==> src/rtl/pbit_pkg.sv <==
// Shared definitions for the p-bit sampler: sweep FSM encoding, field width
// and the index-width helper used by the controller and the field unit.
package pbit_pkg;

  localparam int FIELD_W = 32;

  typedef enum logic [2:0] {
    ST_IDLE   = 3'd0,
    ST_ISSUE  = 3'd1,
    ST_WAIT   = 3'd2,
    ST_SAMPLE = 3'd3,
    ST_NEXT   = 3'd4,
    ST_FIN    = 3'd5
  } sweep_state_e;

  // A single p-bit still needs a one-bit index so the address port never collapses.
  function automatic int index_width(input int n);
    return (n > 1) ? $clog2(n) : 1;
  endfunction

endpackage

==> src/rtl/pbit_sweep_ctrl.sv <==
// Gibbs sweep sequencer: walks the p-bit index, waits out the field latency,
// consumes one RNG threshold per bit and writes the sampled bit back in place.
module pbit_sweep_ctrl
  import pbit_pkg::*;
#(
  parameter int PBITS     = 16,
  parameter int FIELD_LAT = 2,
  parameter int SWEEP_W   = 16
) (
  input  logic                      clk,
  input  logic                      rst,
  input  logic                      start,
  input  logic [SWEEP_W-1:0]        num_sweeps,
  input  logic                      load_init,
  input  logic [PBITS-1:0]          init_state,
  input  logic                      rand_valid,
  input  logic signed [FIELD_W-1:0] rand_data,
  output logic                      rand_ready,
  input  logic signed [FIELD_W-1:0] field_in,
  output logic signed [FIELD_W-1:0] index_out,
  output logic [PBITS-1:0]          state_out,
  output logic                      busy,
  output logic                      done,
  output logic [SWEEP_W-1:0]        sweep_cnt
);

  localparam int IW = index_width(PBITS);

  localparam logic [2:0] S_IDLE   = ST_IDLE;
  localparam logic [2:0] S_ISSUE  = ST_ISSUE;
  localparam logic [2:0] S_WAIT   = ST_WAIT;
  localparam logic [2:0] S_SAMPLE = ST_SAMPLE;
  localparam logic [2:0] S_NEXT   = ST_NEXT;
  localparam logic [2:0] S_FIN    = ST_FIN;

  localparam logic [IW-1:0]      LAST_IDX  = IW'(PBITS - 1);
  localparam logic [2:0]         LAT_LOAD  = 3'(FIELD_LAT);
  localparam logic [SWEEP_W-1:0] SWEEP_ONE = SWEEP_W'(1);

  logic [2:0]         state;
  logic [IW-1:0]      idx;
  logic [2:0]         wait_cnt;
  logic [PBITS-1:0]   pbits_q;
  logic [SWEEP_W-1:0] sweeps_q;
  logic [SWEEP_W-1:0] sweep_q;
  logic               new_bit;
  logic               last_sweep;

  // Signed compare; a tie with the threshold samples 0.
  assign new_bit    = (field_in > rand_data);
  assign last_sweep = ((sweep_q + SWEEP_ONE) == sweeps_q);

  always_ff @(posedge clk) begin
    if (rst) begin
      state    <= S_IDLE;
      idx      <= '0;
      wait_cnt <= '0;
      pbits_q  <= '0;
      sweeps_q <= '0;
      sweep_q  <= '0;
    end else begin
      case (state)
        S_IDLE: begin
          if (load_init) begin
            pbits_q <= init_state;
          end
          if (start) begin
            sweeps_q <= num_sweeps;
            sweep_q  <= '0;
            idx      <= '0;
            state    <= (num_sweeps == '0) ? S_FIN : S_ISSUE;
          end
        end
        S_ISSUE: begin
          wait_cnt <= LAT_LOAD;
          state    <= (FIELD_LAT == 0) ? S_SAMPLE : S_WAIT;
        end
        S_WAIT: begin
          wait_cnt <= wait_cnt - 3'd1;
          if (wait_cnt == 3'd1) begin
            state <= S_SAMPLE;
          end
        end
        S_SAMPLE: begin
          if (rand_valid) begin
            pbits_q[idx] <= new_bit;
            state        <= S_NEXT;
          end
        end
        S_NEXT: begin
          if (idx == LAST_IDX) begin
            idx     <= '0;
            sweep_q <= sweep_q + SWEEP_ONE;
            state   <= last_sweep ? S_FIN : S_ISSUE;
          end else begin
            idx   <= idx + IW'(1);
            state <= S_ISSUE;
          end
        end
        S_FIN: begin
          state <= S_IDLE;
        end
        default: begin
          state <= S_IDLE;
        end
      endcase
    end
  end

  // busy already drops in the FIN cycle so done and !busy coincide.
  assign busy       = (state != S_IDLE) && (state != S_FIN);
  assign done       = (state == S_FIN);
  assign rand_ready = (state == S_SAMPLE) && rand_valid;
  assign index_out  = {{(FIELD_W - IW){1'b0}}, idx};
  assign state_out  = pbits_q;
  assign sweep_cnt  = sweep_q;

endmodule

==> config.mk <==
export PLATFORM = sky130hd
export DESIGN_NAME = pbit_sweep_ctrl
export DESIGN_NICKNAME = d
export VERILOG_FILES = /design/src/rtl/pbit_pkg.sv /design/src/rtl/pbit_sweep_ctrl.sv
export SDC_FILE = /design/constraint.sdc
export NUM_CORES = 1
export LEC_CHECK = 0
export ABC_AREA = 1
export CORE_MARGIN = 2
export CORE_UTILIZATION = 46
export DETAILED_ROUTE_END_ITERATION = 8
export PLACE_DENSITY = 0.9
export SKIP_CTS_REPAIR_TIMING = 1
export SYNTH_ARGS = -nofsm -noshare
export SYNTH_HDL_FRONTEND = slang
export SYNTH_SLANG_ARGS = --single-unit
==> constraint.sdc <==
create_clock -name clk -period 2.4 [get_ports clk]
set_input_delay 0.36 -clock clk [delete_from_list [all_inputs] [get_ports clk]]
set_output_delay 0.36 -clock clk [all_outputs]
set_load 0.05 [all_outputs]
==> impl_metrics.toml, run 1 <==
[layout]
final_cells = 1001
final_nets = 1004
final_cell_mix = "138 x clkdlybuf4s50_1, 122 x nand2_1, 114 x inv_1, 85 x a21oi_1, 76 x nor2_1"
antenna_cells = 0
final_layout_size_suffix_gt1_share_pct = 6.11
area_growth_pct = 36.7
final_common_cell = "clkdlybuf4s50_1"
postLayoutCoreUtil_pct = 64.7

[timing]
period_share_pct = 96.3
setup_viol = 0
hold_viol = 0
post-route-min-period_ns = 2.31
rsz0062_at_grt = "no"
timing.fmax_ghz = 0.433
worst_slew_margin_rel_pct = 52.9
fin_skew_ns = 0.00813
finalMaxSlewViolations = 0
tightest_slew_ns = 0.706
setup_tns_ns = 0
hold_ws_ns = 0.457

[detailed_routing]
via_per_inst = 5.12
wl_um = 12800
top_layer = "met4"
routedWlPerCell_um = 12.8
wl_met2_um = 6280
drc_errors = 0
ant_nets = 0
wl_met1_um = 4930
wl_met3_um = 1120
drtIter0Drc = 367
route.vias.total = 5122
first_pass_iters = 8

[min_path]
min_from = "wait_cnt[2]"
min_to = "wait_cnt[2]"
hold_class = "flop to flop"
whs_path_depth = 1

[clock_network]
clock_sinks = 58
cts_buffers = 9
insertion_delay_ns = 0.35
tritoncts = "done"
htree_num_levels = 3
clk_pin_slew_worst_paths_ns = 0.06
clockBufferDepth = 2
cts-root-buf = "clkbuf_8"

[floorplan]
ios = 168
rows = 36
core_area_mm2 = 0.00973
die_y_um = 104
initial_core_util_pct = 47.3
dieWidth_um = 104
dieArea_mm2 = 0.0108

[setup_path]
crit_arrival_ns = 1.95
start_kind = "flop"
critPathMaxFanout = 6
worst_ep_required_time_ns = 2.04
worstRegToRegCells = 8
crit_path_end_kind = "primary output"
rr_startpoint = "state[1]"
rrSetupSlack_ns = 0.24
reg2reg_to = "state_out[11]"
path_class = "flop to primary output"

[place]
placed_cells = 986
dp_hpwl_um = 10000
port_buffers = 139
gp_congestion = 0.911

[global_route]
track_usage_pct = 23.8
antenna_found_initial = 0
grt_first_pass_wirelength_um = 21300
grt_pass1_vias = 4820
grt_max_degree = 45
grt_overflow_total = 0

[yosys]
ys_types = 37
postSynthAreaPerCell_um2 = 6.40
ys_warn_count = 0
synth_top_area_share_pct = 25.2
synth_seq_cells = 58
synthCells = 719
ys_seq_area_share_pct = 25.2
yosys.area.top_type = "dfxtp_1"
synth_area_leaders = "dfxtp_1 25%, ha_1 11%, nand2_1 9.9%"
synthesis.area_mm2 = 0.00460

[pwr]
power_leakage_nw = 2.78
vdd_drop_max_uv = 330
power.total_mw = 4.28
power_density_mw_per_mm2 = 680

[run_status]
status = "completed"

[job]
max_cap_violations = 0
## per-layer routing
metal | GRT usage (%) | up-vias
met5 | 0 | -
met4 | 11.6 | 0
met3 | 5.51 | 40
met2 | 41.5 | 236
met1 | 27.3 | 2262
li1 | - | 2584
## report_power, final
| group | internal, mW | total [mW] | switching [mW] | leakage (nW) |
|---|---|---|---|---|
| Combinational | 0.733 | 2.04 | 1.30 | 2.20 |
| Clock | 0.558 | 0.949 | 0.392 | 0.106 |
| Sequential | 1.17 | 1.29 | 0.122 | 0.475 |
## synth_stat cells (all sizes together)
master,n
a211oi,1
a21boi,5
a21oi,85
a22oi,1
a32oi,1
buf,39
clkbuf,9
clkinv,1
conb,1
dfxtp,58
ha,39
inv,116
nand2,127
nand3,37
nand4,28
nor2,84
nor3,15
nor4,4
o211ai,1
o21a,2
o21ai,55
o21bai,4
o31ai,1
xnor2,1
xor2,4
## final cells by class
| type | instances | area (um2) |
|---|---|---|
| clock buffers | 13 | 169 |
| clock inverters | 2 | 35.0 |
| fillers | 819 | 3440 |
| inverters | 117 | 439 |
| multi-input cells | 523 | 2800 |
| flip-flops and latches | 58 | 1160 |
| well taps | 133 | 166 |
| repair buffers | 155 | 1520 |
## worst max-delay path, stage by stage (launching register included)
cell	delay, ns
dfxtp_1	0.48
inv_1	0.11
nor3_2	0.18
clkdlybuf4s50_1	0.84
## worst max path at each step
stage / from / endpoint / slack, ns
2_1_floorplan: state[1] / rand_ready / 0.16
3_3_place_gp: rand_data[31] / state_out[9] / 0.02
3_5_place_dp: rand_data[31] / state_out[0] / -0.06
4_1_cts: state[2] / done / 0.09
5_1_grt: state[2] / done / 0.002
6_report: state[2] / done / 0.09
## through the flow
| step | setup WS, ns | instance area, um2 |
|---|---|---|
| finish | 0.0888 | 6290 |
| global placement | 0.0166 | 6090 |
| floorplan | 0.162 | 4710 |
| global route | 0.00227 | 6290 |
| CTS | 0.0864 | 6290 |
| detailed placement | -0.0608 | 6090 |
## kinds of logic (layout without fill, tap and decap cells)
kind of cell	after synthesis	in the layout	share of synthesized area, %
XOR/XNOR	5	5	0.951
AO/OA/AOI/OAI	156	156	17.9
other	1	28	0.0815
flip-flops	58	58	25.2
adder cells (fa/ha/maj)	39	39	10.6
buffers and inverters	165	287	16.2
AND/OR/NAND/NOR	295	295	29.0
## flip-flops by register name (all words and copies together), names as in the netlist
name / count
state: 3
sweep_cnt: 16
idx: 4
state_out: 16
wait_cnt: 3
sweeps_q: 16
Note: power is estimated with default switching activity, not from simulation.
==> inputs of run 2 (changes only) <==
--- a/config.mk
+++ b/config.mk
@@ -6,7 +6,6 @@
 export NUM_CORES = 1
 export LEC_CHECK = 0
 export ABC_AREA = 1
-export CORE_MARGIN = 2
 export CORE_UTILIZATION = 46
 export DETAILED_ROUTE_END_ITERATION = 8
 export PLACE_DENSITY = 0.9
==> run 2 against run 1 <==
  * Clock power decreased by 0.4%
  * Fmax increased by 0.68%
  * Wire length decreased by 1.0%
  * Highest routed layer unchanged
  * Register-to-register slack improved by 0.07 ns
  * Global-route usage increased by 1.0 points
  * Sequential share of layout area about the same
  * Hold slack got worse by 0.0060 ns
  * First-iteration DRC count decreased by 36%
  * Non-clock buffer count decreased by 2
==> impl_metrics.toml, run 2 (same netlist as run 1, synthesis figures left out) <==
[pwr]
power_leakage_nw = 2.77
vdd_drop_max_uv = 272
power_density_mw_per_mm2 = 679

[setup_path]
rrSetupSlack_ns = 0.31
crit_path_end = "done"
start_kind = "flop"
path_class = "flop to primary output"
critPathMaxFanout = 6
slowest_delay_ns = 0.84
crit_path_cell_trace = "inv_1, nor3_2, clkdlybuf4s50_1"
reg2reg_to = "state[2]"
cpMaxStageDelayCell = "clkdlybuf4s50_1"
crit_path_end_kind = "primary output"
rr_startpoint = "sweep_cnt[0]"
crit_arrival_ns = 1.94
worst_ep_required_time_ns = 2.04
worstRegToRegCells = 13
critPathLaunch = "state[2]"

[clock_network]
cts-root-buf = "clkbuf_8"
cts_buffers = 9
tritoncts = "done"
htree_num_levels = 3
clk_pin_slew_worst_paths_ns = 0.07
insertion_delay_ns = 0.35
clock_sinks = 58
clockBufferDepth = 2

[timing]
hold_ws_ns = 0.451
period_share_pct = 95.7
fin_skew_ns = 0.00708
post-route-min-period_ns = 2.30
setup_viol = 0
tightest_slew_ns = 0.676
hold_viol = 0
finalMaxSlewViolations = 0
rsz0062_at_grt = "no"
timing.fmax_ghz = 0.436
setup_tns_ns = 0
worst_slew_margin_rel_pct = 54.9

[floorplan]
ios = 168
initial_core_util_pct = 47.3
die_y_um = 102
dieArea_mm2 = 0.0104
dieWidth_um = 102
rows = 36
core_area_mm2 = 0.00973

[detailed_routing]
first_pass_iters = 5
via_per_inst = 5.05
routedWlPerCell_um = 12.6
drtIter0Drc = 234
route.vias.total = 5048
ant_nets = 0
wl_um = 12600
drc_errors = 0

[job]
max_cap_violations = 0

[layout]
multiInputGateArea_mm2 = 0.00280
area_growth_pct = 36.7
fillers = 866
final_cells = 1000
final_layout_size_suffix_gt1_share_pct = 6.11
final_common_cell = "clkdlybuf4s50_1"
final_nets = 1002
antenna_cells = 0
seqCellArea_mm2 = 0.00116
postLayoutCoreUtil_pct = 64.7
fin_area_mm2 = 0.00629
final_cell_mix = "138 x clkdlybuf4s50_1, 122 x nand2_1, 114 x inv_1, 85 x a21oi_1, 76 x nor2_1"

[place]
gp_congestion = 0.871
placed_cell_area_mm2 = 0.00609
dp_hpwl_um = 9940
port_buffers = 139
placed_cells = 984

[global_route]
track_usage_pct = 24.8
grt_first_pass_wirelength_um = 20600
antenna_found_initial = 0
grt_overflow_total = 0
grt_pass1_vias = 4636
grt_max_degree = 45

[min_path]
hold_class = "flop to flop"

[run_status]
status = "completed"
[run 2: power breakdown]
group | leakage, nW | internal [mW] | switching (mW)
Clock | 0.105 | 0.530 | 0.414
Combinational | 2.19 | 0.728 | 1.30
Sequential | 0.475 | 1.17 | 0.126
Total | 2.77 | 2.43 | 1.84
[run 2: area by class of cell]
cell class / instances / share of cell area [%]
multi-input combinational: 523 / 44.5
clock inverter: 5 / 0.835
timing repair buffer: 153 / 24.1
sequential: 58 / 18.5
clock buffer: 11 / 2.41
tap: 133 / 2.65
inverter: 117 / 6.98
[run 2: worst min path at each step]
stage                      from  depth (start not counted)           to
global route        wait_cnt[2]                          1  wait_cnt[2]
global placement    wait_cnt[2]                          1  wait_cnt[2]
CTS                 wait_cnt[2]                          1  wait_cnt[2]
detailed placement  wait_cnt[2]                          1  wait_cnt[2]
finish              wait_cnt[2]                          1  wait_cnt[2]
floorplan           wait_cnt[2]                          1  wait_cnt[2]
[run 2: stage by stage]
stage | total power [mW] | setup WS [ns]
2_1_floorplan | 2.70 | 0.162
3_3_place_gp | 3.29 | 0.0150
3_5_place_dp | 3.33 | -0.0691
4_1_cts | 4.27 | 0.107
5_1_grt | 4.56 | 0.0250
6_report | 4.27 | 0.104
[run 2: routing by layer]
| layer | vias up | wire (um) | GRT usage, % |
|---|---|---|---|
| met2 | 174 | 6410 | 45.2 |
| met5 | - | 0 | 0 |
| met3 | 12 | 1020 | 6.22 |
| met1 | 2272 | 5090 | 28.5 |
| met4 | 0 | 130 | 7.36 |
| li1 | 2590 | - | - |
[run 2: critical path: cells and delay by family (launching register included)]
family	cells	cell delay, ns
DFF	1	0.47
buffers and inverters	2	0.96
and+or+nand+nor	1	0.16
==> inputs of run 3 (changes only) <==
--- a/config.mk
+++ b/config.mk
@@ -8,6 +8,7 @@
 export ABC_AREA = 1
 export CORE_UTILIZATION = 46
 export DETAILED_ROUTE_END_ITERATION = 8
+export GPL_TIMING_DRIVEN = 0
 export PLACE_DENSITY = 0.9
 export SKIP_CTS_REPAIR_TIMING = 1
 export SYNTH_ARGS = -nofsm -noshare
==> constraint.sdc (replaced) <==
create_clock -name clk -period 2.4 [get_ports clk]
set_input_delay 0.48 -clock clk [delete_from_list [all_inputs] [get_ports clk]]
set_output_delay 0.48 -clock clk [all_outputs]
set_load 0.05 [all_outputs]
==> run 3 against run 2 <==
  * Fmax down 2.9%
  * Total power up 0.93%
  * Register-to-register slack worse by 0.02 ns
  * Clock skew up 0.0012 ns
  * First-iteration DRC count up 70%
  * Hold slack better by 0.0025 ns
  * Clock power down 6.8%
  * Global-route usage up 0.89 points
  * Core utilization up 3.5 points
  * Worst setup slack worse by 0.068 ns
  * Final cell count up 4.1%
  * Final area up 5.5%
  * Largest cell class unchanged
==> impl_metrics.toml, run 3 (same netlist as run 1, synthesis figures left out) <==
[pwr]
power_density_mw_per_mm2 = 650
power.total_mw = 4.31
power_leakage_nw = 3.00
vdd_drop_max_uv = 276

[global_route]
antenna_found_initial = 0
grt_first_pass_wirelength_um = 21100
grt_pass1_vias = 4838
grt_max_degree = 11
grt_overflow_total = 0
track_usage_pct = 25.7

[timing]
tightest_slew_ns = 0.671
hold_viol = 0
hold_ws_ns = 0.454
setup_tns_ns = 0
timing.fmax_ghz = 0.423
finalMaxSlewViolations = 0
period_share_pct = 98.5
post-route-min-period_ns = 2.36
fin_skew_ns = 0.00823
worst_slew_margin_rel_pct = 55.1
setup_viol = 0

[setup_path]
crit_path_cell_trace = "clkdlybuf4s50_1, inv_1, ha_4, nand2_4, nor2_4, nand4_4, nor4_4, nand2_2, nand2_2, nand2_4, buf_6, nand4_1, a21oi_1"
path_class = "input port to flop"
critPathMaxFanout = 7
rrSetupSlack_ns = 0.29
crit_family = "simple AND/OR/NAND/NOR gates"
crit_arrival_ns = 2.60
worst_ep_required_time_ns = 2.64
start_kind = "input port"
cpMaxStageDelayCell = "clkdlybuf4s50_1"
cp.buffers_inverters = 3
crit_path_end_kind = "flop"
slowest_delay_ns = 0.48

[floorplan]
core_area_mm2 = 0.00973
die_y_um = 102
rows = 36
initial_core_util_pct = 47.3
ios = 168
dieArea_mm2 = 0.0104
dieWidth_um = 102

[layout]
antenna_cells = 0
final_cells = 1041
final_nets = 1043
fin_area_mm2 = 0.00664
area_growth_pct = 44.1
final_common_cell = "clkdlybuf4s50_1"
final_layout_size_suffix_gt1_share_pct = 10.9
final_cell_mix = "134 x clkdlybuf4s50_1, 118 x nand2_1, 111 x inv_1, 85 x a21oi_1, 74 x nor2_1"

[job]
max_cap_violations = 0

[clock_network]
cts_buffers = 9
insertion_delay_ns = 0.35
clockBufferDepth = 2
clk_pin_slew_worst_paths_ns = 0.06
tritoncts = "done"
cts-root-buf = "clkbuf_8"
clock_sinks = 58
htree_num_levels = 3

[detailed_routing]
drtIter0Drc = 398
route.vias.total = 5333
drc_errors = 0
wl_um = 13600
first_pass_iters = 5
via_per_inst = 5.12
routedWlPerCell_um = 13.1
ant_nets = 0

[place]
placed_cell_area_mm2 = 0.00627
gp_congestion = 0.936
port_buffers = 139
placed_cells = 1018
dp_hpwl_um = 10600

[min_path]
hold_class = "flop to flop"

[run_status]
status = "completed"
-- run 3: cell count changes in the layout (fill, tap and decap cells not counted), sizes merged --
cell,before,now
buf,15,47
clkbuf,11,19
clkdlybuf4s50,138,134
clkinv,4,5
dlymetal6s2s,0,4
-- run 3: where the power goes --
| group | leakage (nW) | internal, mW | switching [mW] |
|---|---|---|---|
| registers | 0.476 | 1.17 | 0.132 |
| logic | 2.43 | 0.772 | 1.35 |
| clock network | 0.0958 | 0.472 | 0.409 |
-- run 3: cell type report --
| type | instances | area, um2 |
|---|---|---|
| timing repair buffer | 147 | 1460 |
| clock inverter | 6 | 57.6 |
| inverter | 117 | 439 |
| clock buffer | 10 | 128 |
| fill | 790 | 3090 |
| multi-input combinational | 523 | 2910 |
| sequential | 58 | 1160 |
| tap | 133 | 166 |
| buffer | 47 | 314 |
-- run 3: per-layer routing --
metal / share of wire (%) / up-vias / track usage [%]
li1: - / 2666 / -
met1: 38 / 2325 / 29.4
met4: 3.7 / 0 / 13.4
met2: 49 / 293 / 44.6
met3: 9.8 / 49 / 6.02
met5: 0 / - / 0
-- run 3: worst paths after layout --
check,startpoint,end,depth (start not counted)
setup / recovery,rand_data[30],state_out[10],13
hold / removal,wait_cnt[2],wait_cnt[2],1
setup reg to reg,idx[3],state[2],11
hold reg to reg,wait_cnt[2],wait_cnt[2],1
-- run 3: through the flow --
stage / utilization (%) / worst slack (ns)
6_report: 68.2 / 0.0364
5_1_grt: 68.2 / -0.0547
4_1_cts: 66.3 / -0.848
3_5_place_dp: 64.4 / -0.476
3_3_place_gp: 64.4 / -0.474
2_1_floorplan: - / 0.0422
